--- config.mk ---
export PLATFORM = sky130hd
export DESIGN_NAME = mips_alu_exec_pipe_flat
export DESIGN_NICKNAME = d
export VERILOG_FILES = /design/src/rtl/mips_alu_exec_pipe_if.sv /design/src/rtl/mips_alu_exec_pipe.sv /design/src/flat_wrapper.sv
export SDC_FILE = /design/constraint.sdc
export NUM_CORES = 1
export LEC_CHECK = 0
export BUFFER_PORTS_ARGS = -buffer_cell sky130_fd_sc_hd__buf_2
export CAP_MARGIN = 40
export CELL_PAD_IN_SITES_DETAIL_PLACEMENT = 1
export CELL_PAD_IN_SITES_GLOBAL_PLACEMENT = 2
export CORE_MARGIN = 5
export CORE_UTILIZATION = 32
export CTS_CLUSTER_DIAMETER = 200
export CTS_CLUSTER_SIZE = 12
export DETAILED_ROUTE_END_ITERATION = 8
export GPL_TIMING_DRIVEN = 0
export PLACE_DENSITY = 0.8
export SYNTH_ARGS = -nofsm -noshare
export SYNTH_HDL_FRONTEND = slang
export SYNTH_SLANG_ARGS = --single-unit
--- constraint.sdc ---
create_clock -name clk -period 2.2 [get_ports clk]
set_input_delay 0.22 -clock clk [delete_from_list [all_inputs] [get_ports clk]]
set_output_delay 0.22 -clock clk [all_outputs]
set_load 0.05 [all_outputs]
--- src/rtl/mips_alu_exec_pipe_if.sv ---
// Handshake bundle for the MIPS execute pipe: issue side (in_*) and result side (out_*).
// slave is the pipe's view; master is the view of whoever feeds and drains it.
interface mips_alu_exec_pipe_if #(
  parameter int DATA_W = 32,
  parameter int TAG_W  = 4
);
  logic              in_valid;
  logic              in_ready;
  logic [31:0]       in_instr;
  logic [DATA_W-1:0] in_rs;
  logic [DATA_W-1:0] in_rt;
  logic [TAG_W-1:0]  in_tag;
  logic              out_valid;
  logic              out_ready;
  logic [DATA_W-1:0] out_result;
  logic [TAG_W-1:0]  out_tag;
  logic              out_illegal;

  modport master (
    output in_valid, in_instr, in_rs, in_rt, in_tag, out_ready,
    input  in_ready, out_valid, out_result, out_tag, out_illegal
  );

  modport slave (
    input  in_valid, in_instr, in_rs, in_rt, in_tag, out_ready,
    output in_ready, out_valid, out_result, out_tag, out_illegal
  );
endinterface

--- src/rtl/mips_alu_exec_pipe.sv ---
// Pipelined MIPS integer execute stage: stage 0 computes, later stages only delay.
// The whole pipe advances together whenever the output slot is free or being drained.
module mips_alu_exec_pipe #(
  parameter int DATA_W     = 32,
  parameter int PIPE_DEPTH = 2,
  parameter int TAG_W      = 4,
  parameter int CNT_W      = 16
) (
  input  logic              clk,
  input  logic              rst_n,
  mips_alu_exec_pipe_if.slave bus,
  output logic [CNT_W-1:0]  instr_count,
  output logic [CNT_W-1:0]  illegal_count
);

  logic en;
  logic out_fire;

  logic [5:0]        opcode;
  logic [5:0]        funct;
  logic [4:0]        shamt;
  logic [15:0]       imm;
  logic [DATA_W-1:0] rs;
  logic [DATA_W-1:0] rt;
  logic [DATA_W-1:0] simm;
  logic [DATA_W-1:0] zimm;
  logic [DATA_W-1:0] lui_val;
  logic [DATA_W-1:0] sra_val;
  logic signed [DATA_W-1:0] rt_s;
  logic              slti_lt;

  logic [DATA_W-1:0] res_next;
  logic              ill_next;

  logic [CNT_W-1:0]  instr_count_reg;
  logic [CNT_W-1:0]  illegal_count_reg;

  assign opcode  = bus.in_instr[31:26];
  assign funct   = bus.in_instr[5:0];
  assign shamt   = bus.in_instr[10:6];
  assign imm     = bus.in_instr[15:0];
  assign rs      = bus.in_rs;
  assign rt      = bus.in_rt;
  assign simm    = DATA_W'($signed(imm));
  assign zimm    = DATA_W'(imm);
  // For DATA_W below 32 the upper immediate bits fall off the top.
  assign lui_val = DATA_W'({imm, 16'h0000});
  assign rt_s    = $signed(rt);
  assign sra_val = rt_s >>> shamt;
  assign slti_lt = $signed(rs) < $signed(simm);

  always_comb begin
    res_next = '0;
    ill_next = 1'b0;
    case (opcode)
      6'h00: begin
        case (funct)
          6'h20:   res_next = rs + rt;
          6'h22:   res_next = rs - rt;
          6'h24:   res_next = rs & rt;
          6'h25:   res_next = rs | rt;
          6'h00:   res_next = rt << shamt;
          6'h02:   res_next = rt >> shamt;
          6'h03:   res_next = sra_val;
          6'h2B:   res_next = {{(DATA_W-1){1'b0}}, (rs < rt)};
          default: ill_next = 1'b1;
        endcase
      end
      6'h08, 6'h09: res_next = rs + simm;
      6'h0C:        res_next = rs & zimm;
      6'h0D:        res_next = rs | zimm;
      6'h0A:        res_next = {{(DATA_W-1){1'b0}}, slti_lt};
      6'h0F:        res_next = lui_val;
      default:      ill_next = 1'b1;
    endcase
  end

  assign en           = ~bus.out_valid | bus.out_ready;
  assign bus.in_ready = en;
  assign out_fire     = bus.out_valid & bus.out_ready;

  genvar gi;
  generate
    for (gi = 0; gi < PIPE_DEPTH; gi++) begin : g_stage
      logic              vld_reg;
      logic [DATA_W-1:0] res_reg;
      logic [TAG_W-1:0]  tag_reg;
      logic              ill_reg;
      logic              vld_next;
      logic [DATA_W-1:0] res_stage_next;
      logic [TAG_W-1:0]  tag_next;
      logic              ill_stage_next;

      if (gi == 0) begin : g_head
        assign vld_next       = bus.in_valid;
        assign res_stage_next = res_next;
        assign tag_next       = bus.in_tag;
        assign ill_stage_next = ill_next;
      end else begin : g_tail
        assign vld_next       = g_stage[gi-1].vld_reg;
        assign res_stage_next = g_stage[gi-1].res_reg;
        assign tag_next       = g_stage[gi-1].tag_reg;
        assign ill_stage_next = g_stage[gi-1].ill_reg;
      end

      // Bubbles shift like real entries so latency stays fixed at PIPE_DEPTH.
      always_ff @(posedge clk or negedge rst_n) begin
        if (!rst_n) begin
          vld_reg <= 1'b0;
          res_reg <= '0;
          tag_reg <= '0;
          ill_reg <= 1'b0;
        end else if (en) begin
          vld_reg <= vld_next;
          res_reg <= res_stage_next;
          tag_reg <= tag_next;
          ill_reg <= ill_stage_next;
        end
      end
    end
  endgenerate

  assign bus.out_valid   = g_stage[PIPE_DEPTH-1].vld_reg;
  assign bus.out_result  = g_stage[PIPE_DEPTH-1].res_reg;
  assign bus.out_tag     = g_stage[PIPE_DEPTH-1].tag_reg;
  assign bus.out_illegal = g_stage[PIPE_DEPTH-1].ill_reg;

  always_ff @(posedge clk or negedge rst_n) begin
    if (!rst_n) begin
      instr_count_reg   <= '0;
      illegal_count_reg <= '0;
    end else if (out_fire) begin
      if (instr_count_reg != '1)
        instr_count_reg <= instr_count_reg + CNT_W'(1);
      if (bus.out_illegal && (illegal_count_reg != '1))
        illegal_count_reg <= illegal_count_reg + CNT_W'(1);
    end
  end

  assign instr_count   = instr_count_reg;
  assign illegal_count = illegal_count_reg;

endmodule

--- src/flat_wrapper.sv ---
// flat-port wrapper written by rule: the top's interface ports become plain ports
module mips_alu_exec_pipe_flat 
#(
  parameter int DATA_W     = 32,
  parameter int PIPE_DEPTH = 2,
  parameter int TAG_W      = 4,
  parameter int CNT_W      = 16
)
  (clk, rst_n, instr_count, illegal_count, bus_in_valid, bus_in_instr, bus_in_rs, bus_in_rt, bus_in_tag, bus_out_ready, bus_in_ready, bus_out_valid, bus_out_result, bus_out_tag, bus_out_illegal);
  mips_alu_exec_pipe_if #(.DATA_W(DATA_W), .TAG_W(TAG_W)) bus_i ();
  input  logic clk;
  input  logic rst_n;
  output logic [CNT_W-1:0] instr_count;
  output logic [CNT_W-1:0] illegal_count;
  input wire logic [$bits(bus_i.in_valid)-1:0] bus_in_valid;
  input wire logic [$bits(bus_i.in_instr)-1:0] bus_in_instr;
  input wire logic [$bits(bus_i.in_rs)-1:0] bus_in_rs;
  input wire logic [$bits(bus_i.in_rt)-1:0] bus_in_rt;
  input wire logic [$bits(bus_i.in_tag)-1:0] bus_in_tag;
  input wire logic [$bits(bus_i.out_ready)-1:0] bus_out_ready;
  output wire logic [$bits(bus_i.in_ready)-1:0] bus_in_ready;
  output wire logic [$bits(bus_i.out_valid)-1:0] bus_out_valid;
  output wire logic [$bits(bus_i.out_result)-1:0] bus_out_result;
  output wire logic [$bits(bus_i.out_tag)-1:0] bus_out_tag;
  output wire logic [$bits(bus_i.out_illegal)-1:0] bus_out_illegal;
  assign bus_i.in_valid = bus_in_valid;
  assign bus_i.in_instr = bus_in_instr;
  assign bus_i.in_rs = bus_in_rs;
  assign bus_i.in_rt = bus_in_rt;
  assign bus_i.in_tag = bus_in_tag;
  assign bus_i.out_ready = bus_out_ready;
  assign bus_in_ready = bus_i.in_ready;
  assign bus_out_valid = bus_i.out_valid;
  assign bus_out_result = bus_i.out_result;
  assign bus_out_tag = bus_i.out_tag;
  assign bus_out_illegal = bus_i.out_illegal;
  mips_alu_exec_pipe #(.DATA_W(DATA_W), .PIPE_DEPTH(PIPE_DEPTH), .TAG_W(TAG_W), .CNT_W(CNT_W)) u_core (.clk(clk), .rst_n(rst_n), .bus(bus_i), .instr_count(instr_count), .illegal_count(illegal_count));
endmodule
* Word-level counts from Yosys, hierarchy flattened
Cells that the tools add are included.
** Word-level totals
- Register bits :: 108
- Logic and storage cells :: 54
** Cells by class
- Add/subtract/negate cells :: 5
- $lt $le $gt $ge :: 2
- Eq/ne operators :: 15
- Shift-type cells :: 3
- Mux-type cells :: 4
- Bitwise logic cells :: 7
- Reduce and logical (&&, ||, !) cells :: 8
** Operator list (number)
- 32-bit one-hot mux with 8 select lines :: 1
- 32-bit one-hot mux with 6 select lines :: 1
- 32-bit adder :: 2
- 6-bit by 4-bit == test with 1-bit output (second input constant) :: 6
- 16-bit by 1-bit adder with 16-bit output (second input constant) :: 2
- 32-bit by 16-bit AND with 32-bit output :: 1
- 32-bit AND :: 1
- 32-bit by 16-bit less-than comparator with 1-bit output :: 1
- 32-bit less-than comparator :: 1
- 16-bit != test (second input constant) :: 2
- 32-bit by 16-bit bitwise OR with 32-bit output :: 1
- 32-bit bitwise OR :: 1
- 32-bit by 5-bit left shift with 32-bit output :: 1
- 32-bit by 5-bit >> shifter with 32-bit output :: 1
- 32-bit by 5-bit >>> shifter with 32-bit output :: 1
- 32-bit subtractor :: 1
- 6-bit == test (second input constant) :: 5
- 6-bit by 2-bit == test with 1-bit output (second input constant) :: 2
- 6-bit logical NOT :: 2
- 8-bit OR reduction :: 1
- 6-bit OR reduction :: 1
- 2-bit AND reduction :: 2
- 1-bit one-hot mux with 2 select lines :: 1
- 2-bit OR reduction :: 1
- 5 further kinds :: 5

* Depth between registers and ports, before layout
Gate-level depths: netlist (run 1).
- Word-level depth :: 4
- Depth in mapped cells :: 16
- Gate-level depth less buffers :: 13

* Worst setup path before layout (run 1)
No wires, ideal clock.
- Path type :: in2reg
- Start point :: input bus_in_instr[8]
- End point :: register u_core.g_stage[0].res_reg[27]
- Library setup time :: 0.126 ns
- Arrival :: 3.396 ns
- Setup slack :: -1.322 ns
- Stages :: 14
- Path buffers :: 3
- Cell sequence :: buf_2 inv_1 buf_1 buf_1 ha_1 a21oi_1 o21ai_0 a221o_1 a221oi_2 o31ai_1 a31oi_1 xnor2_1 nor2_1 a221o_1
** On the way
- Cells in the longest elaborated chain, start to end :: 3
- Elaborated cells between the ends (all ways) :: 6
- Classes of those cells :: add/sub (1); shift (3); mux (2)
** RTL lines
- from (decl) :: RTL line flat_wrapper.sv:16 : input wire logic [$bits(bus_i.in_instr)-1:0] bus_in_instr;
- parallel branches: the longest is 2 deep, another holds 32-bit adder
- 32-bit one-hot mux with 6 select lines (*) :: RTL line mips_alu_exec_pipe.sv:55 : case (opcode)
- to (signal assigned) :: RTL line mips_alu_exec_pipe.sv:115 : res_reg <= res_stage_next;
- to (decl) :: RTL line mips_alu_exec_pipe.sv:86 : logic [DATA_W-1:0] res_reg;
Mark *: on every way between the ends.
A chain may end at the register's enable or synchronous reset.

* Worst setup path in the final report (run 1)
- Start point :: input bus_in_rs[5]
- End point :: register u_core.g_stage[0].res_reg[30]
** On the way
- Cells in the longest elaborated chain, start to end :: 3
- Elaborated cells between the ends (all ways) :: 5
- Classes of those cells :: add/sub (3); mux (2)
** RTL lines
- from (decl) :: RTL line flat_wrapper.sv:17 : input wire logic [$bits(bus_i.in_rs)-1:0] bus_in_rs;
- 32-bit subtractor / 32-bit adder (equally long branches) :: RTL line mips_alu_exec_pipe.sv:59, mips_alu_exec_pipe.sv:58
- 32-bit one-hot mux with 8 select lines :: RTL line mips_alu_exec_pipe.sv:57 : case (funct)
- 32-bit one-hot mux with 6 select lines (*) :: RTL line mips_alu_exec_pipe.sv:55
Mark *: on every way between the ends. The rest lies on a longest branch, timed or not.

==> out/qor_table.md, run 1 <==
| Metric | This run | Unit |
|:---|:---|:---|
| Maximum number of pins on one net before global-route repair | 74 | - |
| Core Box Area | 50100 | µm² |
| Syn_nets | 2453 | - |
| Total CTS buffers | 9 | - |
| Slew of the pin with the lowest slew margin | 0.861 | ns |
| Static Leak | 9.77 | nW |
| Root buffer cell | clkbuf_16 | - |
| Antenna viol nets, final | 0 | - |
| Final period utilization | 1.30 | - |
| Layout overhead on the synthesized area | 40.5 | % |
| FF/Latch Area | 2710 | µm² |
| Die height | 235 | µm |
| Total routing usage reported by global routing | 0.316 | - |
| Number of warnings printed during yosys synthesis | 0 | - |
| Setup TNS after final layout | -14.34 | ns |
| Full die area | 55100 | µm² |
| Worst Path Max Fanout | 5 | - |
| Area occupied by multi-input gates | 14700 | µm² |
| Vias post-DR | 19176 | - |
| First DRT Iteration DRCs | 1538 | - |
| Critical path start-end classification | in2reg | - |
| Worst slack at placement | -2.20 | ns |
| Clock tree from TritonCTS | done | - |
| Area of all placed cells without fillers | 22700 | µm² |
| Deepest clock path buffer count | 2 | - |
| Number of top-level pins | 175 | - |
| Number of synthesized register bits | 108 | - |
| Net count, final | 2764 | - |
| Endpoint required time on the critical path | 2.52 | ns |
| Smallest hold slack | 0.0467 | ns |
| Fin worst setup slack | -0.655 | ns |
| Sinks on Clock Net | 108 | - |
| Number of global-route vias before repair | 19533 | - |
| Total wire length after detailed routing | 92400 | µm |
| Dpl cell area | 18400 | µm² |
| First-pass GRT wire length | 133000 | µm |
| Number of flops mapped to enable cells by yosys | 0 | - |
| CTS H-tree lvls | 3 | - |
| Via count normalized by instance count | 6.08 | - |
| Sequential cell area fraction in the yosys report | 0.167 | - |
| Post-synth cell types | 82 | - |
| Number of buffers inserted by port buffering | 163 | - |
| Layout cells sized above 1 | 0.350 | - |
| Commonest non-fill, non-tap cell in the layout | nand2_1 | - |
| Synth Instances | 2163 | - |
| Post-layout minimum cycle time | 2.86 | ns |
| Max capacitance violation total | 0 | - |
| Total chip power | 9.92 | mW |
| Final core utilization | 0.453 | - |
| Cells after DPL | 3007 | - |
| Initial Utilization | 0.323 | - |
| Post-synthesis area per instance | 7.47 | µm² |
| Final setup violation count | 32 | - |
| Placer congestion estimate | 1.02 | - |
| Final instance count without filler cells | 3152 | - |
| Worst clock skew on the final layout | 0.0153 | ns |
| Launching element type of the critical path | primary input | - |
| Final hold violations | 0 | - |
| Dpl hpwl | 72200 | µm |
| RSZ-0062 raised after global routing | yes | - |
| Clock transition at the registers of the reported paths | 0.08 | ns |
| Commonest cells after routing, fill and taps aside | nand2_1 (286), nor2_1 (200), buf_4 (143) | - |
| FP Rows | 82 | - |
| Maximum vdd ir drop | 421 | µV |
| Number of filler cells placed in the layout | 5953 | - |
| Result of the run | finished, violations left | - |
| Antenna violations before repair | 0 | - |
| Min-delay worst type | in2reg | - |
| Pwr dens | 437 | nW/µm² |
| Horiz. Die Dim | 235 | µm |
| Detailed Routing Iterations Pass 1 | 6 | - |
| Achievable Freq | 0.350 | GHz |
| Relative max-transition margin | 0.424 | - |
| Clock latency at the later pin of the worst-skew pair | 0.39 | ns |
| Share of flip-flops with an asynchronous set or reset | 1.00 | - |
| Wirelength per Cell | 29.3 | µm |
| Critical path arrival | 3.17 | ns |
| Endpoint class of the critical path | register | - |
| Total DRC errors in the routed layout | 0 | - |
| Violations in the final reports | negative setup slack | - |
| Post-synthesis instance area | 16200 | µm² |
| Residual overflow from global routing | 0 | - |
| Final Max Slew Viols | 0 | - |
| Most used DFF post-synth | dfrtp_1 | - |
cell usage after synthesis (all sizes together), types with 9 or more instances:
cell     instances  area (µm²)
a21o            32         240
a221oi          19         173
nor2b           16         100
a31oi           18         113
mux2i           70         701
ha             183        2290
a2111oi         10         106
o21ai          139         699
a211oi          26         200
nand4           27         169
nand2          296        1110
buf             54         268
xor2            11        96.3
xnor2           74         648
or2             14        90.1
a211o           12         105
nand3           41         205
or3             13        81.3
inv            133         499
o22ai           13        81.3
mux4            39         878
o21bai          28         210
mux2            18         203
and2             9        56.3
nand2b          14        90.1
o211ai          26         200
a22oi           19         143
nor2           228         863
o221ai          17         149
a21oi          184         925
nor3            44         220
o31ai           21         158
dfrtp          108        2700
nor4            20         131
and3            11        68.8
clkbuf          82         308
cell families after synthesis:
group | after synthesis | share of synthesized area
AOI/OAI and AO/OA | 639 | 0.259
and+or+nand+nor | 748 | 0.205
DFF | 108 | 0.167
buffers and inverters | 270 | 0.0668
muxes | 127 | 0.110
xor gates and xnor gates | 85 | 0.0461
adders and majority gates | 186 | 0.145
cell type report:
cell class,count,share of cell area
Clock inverter,6,0.00347
Buffer,115,0.0456
Sequential cell,108,0.120
Multi-Input combinational cell,1785,0.646
Timing Repair Buffer,321,0.111
Clock buffer,10,0.0105
Antenna cell,1,0.000110
Tap cell,672,0.0371
Inverter,134,0.0270
worst max-delay path: stages:
cell	delay (ns)
buf_2	0.18
inv_1	0.15
ha_1	0.41
o211ai_1	0.36
a221oi_4	0.12
buf_6	0.15
a2111oi_4	0.39
nor4_4	0.11
a211oi_4	0.28
o31ai_2	0.10
nor2b_2	0.17
o41ai_2	0.31
a22o_1	0.20
layer usage:
metal  wire (µm)  vias up  track usage
met5           0        -            0
met4        6140        0        0.159
met3        6450      263       0.0463
met2       42600      913        0.523
met1       37300     9571        0.402
li1            -     8429            -
final timing paths:
path                                           start                             to  slack, ns  cells past startpoint
max                                     bus_in_rs[5]  u_core.g_stage[0].res_reg[30]      -0.66                     13
min                                    bus_in_tag[3]   u_core.g_stage[0].tag_reg[3]       0.05                      3
max reg2reg                     u_core.bus.out_valid  u_core.g_stage[0].res_reg[30]      -0.18                      8
min reg2reg                u_core.bus.out_result[25]      u_core.bus.out_result[25]       0.46                      2
max in group asynchronous                      rst_n          u_core.instr_count[1]       1.17                      3
min in group asynchronous                      rst_n       u_core.bus.out_result[8]       0.32                      2
power by group:
part           switching, mW  internal (mW)
clock network          0.861          0.940
registers              0.178           2.15
logic                   3.64           2.16
timing repair:
item,in CTS,in global routing
gates cloned,1,0
hold endpoints to repair,35,0
resized for setup,548,202
hold buffers,1,0
setup buffers,113,37
pin swaps,133,117
endpoints found under the setup margin,77,55
Note: power is estimated with default switching activity, not from simulation.
==> inputs of run 2 (changes only) <==
--- a/config.mk
+++ b/config.mk
@@ -5,15 +5,16 @@
 export SDC_FILE = /design/constraint.sdc
 export NUM_CORES = 1
 export LEC_CHECK = 0
-export BUFFER_PORTS_ARGS = -buffer_cell sky130_fd_sc_hd__buf_2
 export CAP_MARGIN = 40
 export CELL_PAD_IN_SITES_DETAIL_PLACEMENT = 1
 export CELL_PAD_IN_SITES_GLOBAL_PLACEMENT = 2
 export CORE_MARGIN = 5
-export CORE_UTILIZATION = 32
+export CORE_UTILIZATION = 35
+export CTS_BUF_LIST = sky130_fd_sc_hd__clkbuf_2
 export CTS_CLUSTER_DIAMETER = 200
 export CTS_CLUSTER_SIZE = 12
 export DETAILED_ROUTE_END_ITERATION = 8
+export DONT_BUFFER_PORTS = 1
 export GPL_TIMING_DRIVEN = 0
 export PLACE_DENSITY = 0.8
 export SYNTH_ARGS = -nofsm -noshare
==> run 2 against run 1 <==
The run ends with negative hold slack, negative setup slack left. Sequential share of layout area rose by 1.4 points. Flip-flop and latch count is the same. Clock power is 41% lower. Final area decreased by 10%. First-iteration DRC count increased by 9.2%. Clock skew up 0.017 ns. Non-clock buffer count down 161. Sequential power up 23%. Register-to-register slack better by 0.03 ns. Combinational power fell by 24%. Critical path depth did not move. Die area fell by 8.2%.
==> out/qor_table.md, run 2 (synthesis results as in run 1) <==
| Metric | This run | Unit | vs previous |
|:---|:---|:---|:---|
| CTS H-tree lvls | 3 | - | unchanged |
| Maximum number of pins on one net before global-route repair | 109 | - | was 74 |
| Static Leak | 8.61 | nW | was 9.77 nW |
| Core Box Area | 45500 | µm² | was 50100 µm² |
| Horiz. Die Dim | 225 | µm | was 235 µm |
| Delay contributed by the slowest stage of the critical path | 0.48 | ns | was 0.41 ns |
| Worst clock skew on the final layout | 0.0325 | ns | was 0.0153 ns |
| Final hold violations | 108 | - | was 0 |
| Worst Path Max Fanout | 6 | - | was 5 |
| Fraction of power spent switching nets | 0.504 | - | was 0.471 |
| Endpoint required time on the critical path | 2.87 | ns | was 2.52 ns |
| Area occupied by multi-input gates | 13900 | µm² | was 14700 µm² |
| Final Max Slew Viols | 0 | - | unchanged |
| Launching element type of the critical path | primary input | - | unchanged |
| First-pass GRT wire length | 130000 | µm | was 133000 µm |
| Endpoint class of the critical path | register | - | unchanged |
| Portion of total power attributed to combinational logic | 0.529 | - | was 0.584 |
| Clock transition at the registers of the reported paths | 0.35 | ns | was 0.08 ns |
| Antenna viol nets, final | 0 | - | unchanged |
| Commonest non-fill, non-tap cell in the layout | nand2_1 | - | unchanged |
| Sequential share of power | 0.343 | - | was 0.235 |
| Total routing usage reported by global routing | 0.343 | - | was 0.316 |
| Wirelength per Cell | 31.2 | µm | was 29.3 µm |
| Root buffer cell | clkbuf_2 | - | was clkbuf_16 |
| Total chip power | 8.36 | mW | was 9.92 mW |
| Internal power contribution | 4.15 | mW | was 5.25 mW |
| Clock latency at the later pin of the worst-skew pair | 0.73 | ns | was 0.39 ns |
| Vias post-DR | 18446 | - | was 19176 |
| Total wire length after detailed routing | 91300 | µm | was 92400 µm |
| Fin worst setup slack | -0.239 | ns | was -0.655 ns |
| Violations in the final reports | negative hold slack, negative setup slack | - | was negative setup slack |
| Layout cells sized above 1 | 0.237 | - | was 0.350 |
| Cell with the largest stage delay on the worst path | a2111oi_2 | - | was ha_1 |
| Antenna violations before repair | 2 | - | was 0 |
| Number of top-level pins | 175 | - | unchanged |
| Final instance count without filler cells | 2922 | - | was 3152 |
| Cell depth of the worst flop-to-flop path | 8 | - | unchanged |
| Result of the run | finished, violations left | - | unchanged |
| Critical path start-end classification | in2reg | - | unchanged |
| RSZ-0062 raised after global routing | yes | - | unchanged |
| Cells after DPL | 2770 | - | was 3007 |
| Dpl hpwl | 70700 | µm | was 72200 µm |
| Relative max-transition margin | 0.320 | - | was 0.424 |
| Number of filler cells placed in the layout | 5463 | - | was 5953 |
| Total DRC errors in the routed layout | 0 | - | unchanged |
| Smallest hold slack | -0.893 | ns | was 0.0467 ns |
| Full die area | 50500 | µm² | was 55100 µm² |
| Pwr dens | 411 | nW/µm² | was 437 nW/µm² |
| Die height | 225 | µm | was 235 µm |
| Placer congestion estimate | 1.02 | - | about the same |
| Maximum vdd ir drop | 402 | µV | was 421 µV |
| Via count normalized by instance count | 6.31 | - | was 6.08 |
| Sinks on Clock Net | 108 | - | unchanged |
| Final period utilization | 1.11 | - | was 1.30 |
| Cell Chain, Critical Path | clkinvlp_4 > fa_2 > o21ba_4 > or4_4 > nand4_1 > buf_4 > a211oi_4 > buf_6 > o31ai_4 > a21oi_2 > xnor2_1 > a2111oi_2 > o21ai_1 | - | was buf_2 > inv_1 > ha_1 > o211ai_1 > a221oi_4 > buf_6 > a2111oi_4 > nor4_4 > a211oi_4 > o31ai_2 > nor2b_2 > o41ai_2 > a22o_1 |
| Residual overflow from global routing | 0 | - | unchanged |
| Post-layout minimum cycle time | 2.44 | ns | was 2.86 ns |
| Layout overhead on the synthesized area | 25.9 | % | was 40.5% |
| FF/Latch Area | 2720 | µm² | was 2710 µm² |
| Slew of the pin with the lowest slew margin | 1.02 | ns | was 0.861 ns |
| First DRT Iteration DRCs | 1680 | - | was 1538 |
| Critical path arrival | 3.11 | ns | was 3.17 ns |
| Commonest cells after routing, fill and taps aside | nand2_1 (285), nor2_1 (210), a21oi_1 (153) | - | was nand2_1 (286), nor2_1 (200), buf_4 (143) |
| Clock share of power | 0.128 | - | was 0.181 |
| Net count, final | 2604 | - | was 2764 |
| Initial Utilization | 0.355 | - | was 0.323 |
| Detailed Routing Iterations Pass 1 | 6 | - | unchanged |
| Final setup violation count | 29 | - | was 32 |
| Number of buffers inserted by port buffering | 0 | - | was 163 |
| Setup TNS after final layout | -2.28 | ns | was -14.34 ns |
| Deepest clock path buffer count | 2 | - | unchanged |
| FP Rows | 78 | - | was 82 |
| Total CTS buffers | 9 | - | unchanged |
| Clock tree from TritonCTS | done | - | unchanged |
| Switching Power | 4.21 | mW | was 4.68 mW |
| Min-delay worst type | in2async | - | was in2reg |
| Max capacitance violation total | 0 | - | unchanged |
| Achievable Freq | 0.410 | GHz | was 0.350 GHz |
| Number of global-route vias before repair | 18731 | - | was 19533 |
-- run 2: changes by cell type in the layout (fill, tap and decap cells not counted), moves of 17 or more --
cell and change:
inv_2 -17, buf_12 -18, dlygate4sd3_1 +38, buf_2 -111, o21ai_2 -17, buf_4 -33
buf_6 -25, o21ai_0 +26
-- run 2: metrics by stage --
| step | cell area [µm²] | setup slack (ns) | util |
|---|---|---|---|
| floorplan | 16600 | -0.674 | - |
| global placement | 17300 | -2.41 | 0.381 |
| detailed placement | 17400 | -1.83 | 0.382 |
| CTS | 19400 | -0.188 | 0.426 |
| global route | 20300 | -0.226 | 0.447 |
| finish | 20300 | -0.239 | 0.447 |
-- run 2: area by class of cell --
class,instances,share of cell area
Timing Repair Buffer,157,0.0650
Tap cell,600,0.0369
Multi-Input combinational cell,1785,0.683
Timing Repair inverter,1,0.000369
Clock inverter,7,0.00449
Antenna cell,3,0.000369
Sequential cell,108,0.134
Clock buffer,9,0.00221
Inverter,134,0.0301
Buffer,118,0.0435
-- run 2: final timing paths --
path	slack, ns	start	endpoint
worst min-delay path	-0.89	rst_n	u_core.g_stage[0].res_reg[18]
worst max-delay path	-0.24	bus_in_rs[1]	u_core.g_stage[0].res_reg[24]
max in group asynchronous	2.92	rst_n	u_core.g_stage[0].res_reg[29]
worst min register to register	0.51	u_core.g_stage[0].vld_reg	u_core.g_stage[0].vld_reg
worst max register to register	-0.15	u_core.bus.out_valid	u_core.g_stage[0].res_reg[30]
min in group clk	0.04	bus_in_rs[20]	u_core.g_stage[0].res_reg[20]
-- run 2: repair_timing --
item,in CTS,in global routing
endpoints found under the hold margin,157,109
gates resized for setup,244,162
setup buffers,71,41
pin swaps,72,67
gates cloned,0,1
endpoints found under the setup margin,96,51
hold buffers,37,2
-- run 2: critical path: cells and delay by family --
family,cells,cell delay [ns]
compound gates,6,1.30
simple gates,2,0.51
buf+inv,3,0.47
fa+ha+maj,1,0.42
xor+xnor,1,0.18
-- run 2: power groups by stage --
stage                     Clock, mW  Combinational [mW]  Sequential (mW)
final                          1.07                4.42             2.87
after global routing           1.16                4.67             2.89
after CTS                      1.09                4.02             2.85
after detailed placement          0                3.51             2.87
after global placement            0                3.45             2.86
after floorplan                   0                2.47             2.81
-- run 2: routing by layer --
metal | track usage | vias to the layer above | share of wire | wire length (µm)
met1 | 0.442 | 9211 | 0.41 | 37100
met2 | 0.556 | 875 | 0.46 | 41700
met3 | 0.0501 | 261 | 0.075 | 6850
met4 | 0.179 | 0 | 0.062 | 5640
met5 | 0 | - | 0 | 0
li1 | - | 8099 | - | -
